[config.mk]
export PLATFORM = sky130hd
export DESIGN_NAME = servo_pwm_decoder
export DESIGN_NICKNAME = d
export VERILOG_FILES = /design/src/rtl/servo_pwm_decoder.sv
export SDC_FILE = /design/constraint.sdc
export NUM_CORES = 1
export LEC_CHECK = 0
export ABC_AREA = 1
export CAP_MARGIN = 20
export CORE_MARGIN = 8
export CORE_UTILIZATION = 50
export DETAILED_ROUTE_END_ITERATION = 10
export MAX_ROUTING_LAYER = met4
export PLACE_DENSITY = 0.77
export SYNTH_ARGS = -nofsm -noshare
export SYNTH_HDL_FRONTEND = slang
export SYNTH_SLANG_ARGS = --single-unit
[constraint.sdc]
create_clock -name clk -period 2.8 [get_ports clk]
set_input_delay 0.28 -clock clk [delete_from_list [all_inputs] [get_ports clk]]
set_output_delay 0.28 -clock clk [all_outputs]
set_load 0.01 [all_outputs]
[src/rtl/servo_pwm_decoder.sv]
// rtl/servo_pwm_decoder.sv - servo PWM receiver: measures high time and period, decodes angle
//
// Ports:
//   clk, rst_n     single clock domain, asynchronous active-low reset
//   pwm_in         asynchronous servo PWM line
//   angle          last decoded angle, 0..ANGLE_MAX
//   width          last accepted high time (cycles)
//   period         last measured rise-to-rise period (cycles)
//   angle_valid    1-cycle strobe, angle/width updated
//   period_valid   1-cycle strobe, period updated and in range
//   width_err      1-cycle strobe, high time out of range
//   period_err     1-cycle strobe, period out of range (period still latched)
//   signal_lost    level, no rising edge within TIMEOUT cycles
//   busy           level, angle conversion in progress

module servo_pwm_decoder #(
    parameter int PULSE_MIN  = 25000,
    parameter int STEP       = 555,
    parameter int ANGLE_MAX  = 180,
    parameter int WIDTH_MIN  = 20000,
    parameter int WIDTH_MAX  = 130000,
    parameter int PERIOD_MIN = 900000,
    parameter int PERIOD_MAX = 1100000,
    parameter int TIMEOUT    = 1500000,
    parameter int CW         = 21
) (
    input  logic          clk,
    input  logic          rst_n,
    input  logic          pwm_in,
    output logic [7:0]    angle,
    output logic [CW-1:0] width,
    output logic [CW-1:0] period,
    output logic          angle_valid,
    output logic          period_valid,
    output logic          width_err,
    output logic          period_err,
    output logic          signal_lost,
    output logic          busy
);

    localparam logic [CW-1:0] CNT_MAX = '1;
    localparam logic [CW-1:0] TO_LIM  = CW'(TIMEOUT - 1);
    localparam logic [CW:0]   PM_W    = (CW+1)'(PULSE_MIN);
    localparam logic [CW:0]   ST_W    = (CW+1)'(STEP);
    localparam logic [CW:0]   HALF_W  = (CW+1)'(STEP / 2);
    localparam logic [CW:0]   WMIN_W  = (CW+1)'(WIDTH_MIN);
    localparam logic [CW:0]   WMAX_W  = (CW+1)'(WIDTH_MAX);
    localparam logic [CW:0]   PMIN_W  = (CW+1)'(PERIOD_MIN);
    localparam logic [CW:0]   PMAX_W  = (CW+1)'(PERIOD_MAX);
    localparam logic [7:0]    A_MAX   = 8'(ANGLE_MAX);

    typedef enum logic [1:0] {
        ARM       = 2'd0,
        WAIT_RISE = 2'd1,
        HIGH      = 2'd2,
        LOW       = 2'd3
    } state_t;

    state_t state, state_n;

    // Synchronizer and edge-history flops reset to 1: the line is treated as
    // high until it is actually seen low, so ARM cannot leave on a stale 0 and
    // a pulse already in progress at reset release is never measured.
    logic sync1, sync2, sync_d;
    logic rise, fall;

    logic [CW-1:0] hi_cnt, per_cnt, to_cnt;
    logic [CW:0]   hi_len, per_len;
    logic [CW:0]   rem;
    logic [7:0]    q;

    logic timeout, cnt_clear, lost_set, lost_clr, fall_eval, rise_eval;
    logic width_ok, period_ok, conv_load;

    assign rise = sync2 & ~sync_d;
    assign fall = ~sync2 & sync_d;

    // Counters hold (length - 1) on the edge cycle, hence the +1.
    assign hi_len  = {1'b0, hi_cnt} + 1'b1;
    assign per_len = {1'b0, per_cnt} + 1'b1;

    assign width_ok  = (hi_len >= WMIN_W) && (hi_len <= WMAX_W);
    assign period_ok = (per_len >= PMIN_W) && (per_len <= PMAX_W);
    assign conv_load = fall_eval && width_ok;
    assign timeout   = (state != ARM) && (to_cnt >= TO_LIM);

    always_ff @(posedge clk or negedge rst_n) begin
        if (!rst_n) begin
            state <= ARM;
        end else begin
            state <= state_n;
        end
    end

    always_comb begin
        state_n   = state;
        cnt_clear = 1'b0;
        lost_set  = 1'b0;
        lost_clr  = 1'b0;
        fall_eval = 1'b0;
        rise_eval = 1'b0;
        case (state)
            ARM: begin
                if (!sync2) begin
                    state_n = WAIT_RISE;
                end
            end
            WAIT_RISE: begin
                if (rise) begin
                    cnt_clear = 1'b1;
                    lost_clr  = 1'b1;
                    state_n   = HIGH;
                end else if (timeout) begin
                    lost_set = 1'b1;
                    state_n  = ARM;
                end
            end
            HIGH: begin
                if (fall) begin
                    fall_eval = 1'b1;
                    state_n   = LOW;
                end else if (timeout) begin
                    lost_set = 1'b1;
                    state_n  = ARM;
                end
            end
            LOW: begin
                if (rise) begin
                    rise_eval = 1'b1;
                    cnt_clear = 1'b1;
                    state_n   = HIGH;
                end else if (timeout) begin
                    lost_set = 1'b1;
                    state_n  = ARM;
                end
            end
            default: state_n = ARM;
        endcase
    end

    always_ff @(posedge clk or negedge rst_n) begin
        if (!rst_n) begin
            sync1        <= 1'b1;
            sync2        <= 1'b1;
            sync_d       <= 1'b1;
            hi_cnt       <= '0;
            per_cnt      <= '0;
            to_cnt       <= '0;
            rem          <= '0;
            q            <= '0;
            angle        <= '0;
            width        <= '0;
            period       <= '0;
            angle_valid  <= 1'b0;
            period_valid <= 1'b0;
            width_err    <= 1'b0;
            period_err   <= 1'b0;
            signal_lost  <= 1'b1;
            busy         <= 1'b0;
        end else begin
            sync1  <= pwm_in;
            sync2  <= sync1;
            sync_d <= sync2;

            angle_valid  <= 1'b0;
            period_valid <= 1'b0;
            width_err    <= 1'b0;
            period_err   <= 1'b0;

            // Cycles since the last accepted rise (or since leaving ARM).
            if (state == ARM || cnt_clear) begin
                to_cnt <= '0;
            end else if (to_cnt != CNT_MAX) begin
                to_cnt <= to_cnt + 1'b1;
            end

            if (cnt_clear) begin
                hi_cnt <= '0;
            end else if (state == HIGH && hi_cnt != CNT_MAX) begin
                hi_cnt <= hi_cnt + 1'b1;
            end

            if (cnt_clear) begin
                per_cnt <= '0;
            end else if ((state == HIGH || state == LOW) && per_cnt != CNT_MAX) begin
                per_cnt <= per_cnt + 1'b1;
            end

            if (lost_set) begin
                signal_lost <= 1'b1;
            end else if (lost_clr) begin
                signal_lost <= 1'b0;
            end

            if (fall_eval) begin
                if (width_ok) begin
                    width <= hi_len[CW-1:0];
                end else begin
                    width_err <= 1'b1;
                end
            end

            if (rise_eval) begin
                period <= per_len[CW] ? CNT_MAX : per_len[CW-1:0];
                if (period_ok) begin
                    period_valid <= 1'b1;
                end else begin
                    period_err <= 1'b1;
                end
            end

            // Division by repeated subtraction; the STEP/2 bias rounds to
            // nearest with ties going up. A new accepted width restarts it.
            if (conv_load) begin
                rem  <= (hi_len < PM_W) ? '0 : (hi_len - PM_W + HALF_W);
                q    <= '0;
                busy <= 1'b1;
            end else if (busy) begin
                if (rem >= ST_W && q < A_MAX) begin
                    rem <= rem - ST_W;
                    q   <= q + 1'b1;
                end else begin
                    angle       <= q;
                    angle_valid <= 1'b1;
                    busy        <= 1'b0;
                end
            end
        end
    end

endmodule

==> summary.txt <==
CTS
  – Clk slew on worst S/H paths: ~0.060 ns
  – CTS buffer count: 17
  – Root buffer cell: clkbuf_16
  – CTS tree: yes
  – Clock sink count: around 150
  – H-tree depth: 4
  – Worst-Skew Late Latency: about 0.43 ns
  – Max clock buf depth: 2

Yosys
  – Synth Flop Type: dfrtp_1
  – Flops & latches, synth: 154
  – Yosys top cell area share: 43.5%
  – Syn avg cell area: between 7 and 8 µm²
  – Largest cells by area after synthesis: dfrtp_1 (44%), nand2_1 (15%), inv_1 (7.1%)
  – Distinct cells, synth: 42
  – Ys async rst share: between 90% and 100%
  – Post-synth net total: 1193
  – Yosys warning count: 0
  – Cells after synthesis: between 1000 and 1500
  – Seq/Total Area, Yosys: ~45%
  – Synth area leader: dfrtp_1
  – EDFF count, synth: 0
  – Post-Syn Area: ~8600 µm²

Final layout
  – Share of cells above drive strength 1: 7.37%
  – Final nets: about 1300
  – Antenna Cells: 0
  – Final Non-Filler Cells: 1500
  – Area Growth Syn to Fin: 19.7%
  – Final Util: between 60% and 70%
  – Fill cells: 1525

Placed design
  – Dpl cells: approximately 1500
  – HPWL Detailed: about 15000 µm
  – Port bufs: 58
  – Final Wtd Congestion: 0.910

Min path
  – Hold_sp: pwm_in
  – Hold path cells: 1
  – HP Class: in2reg
  – Endpoint, Worst Hold: sync1

Global routing
  – Global-route wire length before repair: ~35000 µm
  – GRT Residual Overflow: 0
  – GR Util All Layers: 20.2%
  – Vias in the first global route: around 7600
  – Largest net degree at the start of global routing: 77
  – Initial antenna violation count: 0

Setup path
  – Reg2Reg Setup Slack: around 0.18 ns
  – Crit end category: flop
  – WP data required: between 3 and 4 ns
  – FF-to-FF path depth: 16
  – Crit start category: flop
  – Reg2reg end: rem[6]
  – Worst R2R Start: hi_cnt[2]
  – Crit path kind: reg2reg
  – Critical Path AT: 2.98 ns
  – Crit Path Max Fanout: 17

Detailed routing
  – Top Layer Used: met4
  – Routed WL: around 21000 µm
  – Antenna viol nets, final: 0
  – WL/cell: ~14 µm
  – Routed wl met2: ~10000 µm
  – Via density: about 5.3
  – DRT iter0 DRCs: roughly 450
  – Residual DRC: 0
  – DRT Pass-1 Iters: 5
  – M1 wire length: about 9400 µm
  – Routed via count: approximately 8000
  – DR WL met3: 1040 µm

STA
  – RSZ-0062 raised after global routing: true
  – Final hold viol count: 0
  – Max Transition Viols Final: 0
  – Final setup vio count: 0
  – Period minus WS final: ~2.6 ns
  – Slew @ Worst Pin: between 0.7 and 0.8 ns
  – Tcrit/Tclk final: about 94%
  – FMAX: roughly 380 MHz
  – Worst slew margin: between 50% and 60%
  – Clk_skew: 0.0107 ns

Power
  – Max VDD drop: 0.000581 V
  – Power Density: roughly 650 nW/µm²
  – Pleak: 4.83 nW

Outcome
  – Outcome: finished, final reports clean

Floorplan
  – Die area: approximately 22000 µm²
  – Row count: 48
  – Initial Utilization: 50.6%
  – CORE AREA: about 17000 µm²
  – I/O pins: 59
  – Die Ht: around 150 µm
  – Chip width: between 100 and 150 µm

Run
  – MaxCap Viol Count: 0
[per-layer routing]
metal  vias up  GRT usage, %
met5         -             -
met4         0          7.34
met3        38          3.88
met2       205          32.2
met1      3674          25.1
li1       3988             -
[flip-flops by register name (all words and copies together) (netlist names), 2 cells and up]
signal and cells:
angle 8, per_cnt 21, to_cnt 21, q 8, width 21, hi_cnt 21, period 21, rem 22
state 2
[final cells by class]
class                   instances  area [µm²]  share of cell area, %
multi-input cells             839        4060                   39.4
flip-flops and latches        154        3860                   37.4
repair buffers                 83         852                   8.25
inverters                     166         633                   6.13
clock buffers                  21         470                   4.56
well taps                     225         282                   2.73
clock inverters                11         158                   1.53
repair inverters                1        5.00                 0.0485
[worst max-delay path by stage]
stage	startpoint	endpoint	slack, ns	cells past startpoint
finish	hi_cnt[2]	rem[6]	0.18	16
global route	hi_cnt[2]	rem[6]	-0.04	16
detailed placement	hi_cnt[2]	rem[11]	0.04	16
global placement	hi_cnt[2]	rem[0]	0.09	16
floorplan	hi_cnt[1]	width[11]	0.51	16
CTS	hi_cnt[2]	rem[0]	0.01	16
[worst max-delay path, cell delays in order (launching register included)]
cell      delay [ns]
dfrtp_2         0.41
ha_1            0.22
nand3_2         0.14
nor2_4          0.18
nand2_1         0.09
clkinv_1        0.09
nand3_1         0.08
nand2_2         0.14
nand3_1         0.11
nor2_2          0.14
nand3_1         0.10
nand2_2         0.17
nand3_4         0.22
buf_12          0.23
o21ai_0         0.10
nand2_1         0.08
nand2_1         0.06
[metrics by stage]
stage	hold slack, ns	total power, mW	cell area (µm²)	worst slack, ns	setup TNS (ns)
2_1_floorplan	-0.0156	3.58	8620	0.510	0
3_3_place_gp	0.346	4.26	9560	0.0902	0
3_5_place_dp	0.349	4.28	9560	0.0398	0
4_1_cts	0.251	6.75	10200	0.0121	0
5_1_grt	0.255	7.06	10300	-0.0399	-0.171
6_report	0.260	6.69	10300	0.180	0
[cell usage after synthesis, types with 6 or more instances]
cell and instances:
nand4_1 25, nor2_1 128, a21oi_1 39, nor3_1 28, buf_2 8, nand2_1 335
clkbuf_1 7, nand2_2 6, xnor2_1 7, inv_1 162, o21ai_0 59, ha_1 8
dfrtp_1 150, o22ai_1 34, o21ai_1 19, nor4_1 7, nand3_1 81, xor2_1 33
[repair_timing]
action,in CTS,in global routing
hold buffers,1,0
resized for setup,0,25
setup buffers,0,1
endpoints found under the hold margin,70,0
setup endpoints to repair,0,77
[logic make-up after synthesis]
logic type      after synthesis  synth area share, %
simple gates                627                 30.8
buf+inv                     190                 8.91
compound gates              163                 10.3
flops                       154                 44.8
fa+ha+maj                     8                 1.16
xor+xnor                     40                 4.06
[where the power goes]
group | total (mW) | internal (mW) | switching (mW) | leakage (nW)
logic | 1.59 | 0.639 | 0.947 | 2.45
clock network | 2.44 | 1.49 | 0.953 | 0.307
registers | 2.66 | 2.48 | 0.186 | 2.08
[layout by cell type (no fill, tap or decap), drive strengths merged, types with 8 or more instances in the layout]
cell type,n
clkbuf,22
buf,24
xor2,33
dfrtp,150
nand3,84
nor2,135
o21ai,78
ha,8
clkdlybuf4s50,57
inv,167
o22ai,34
nor3,28
nand4,25
a21oi,39
nand2,341
No activity file was read; power rests on OpenSTA's default activity.
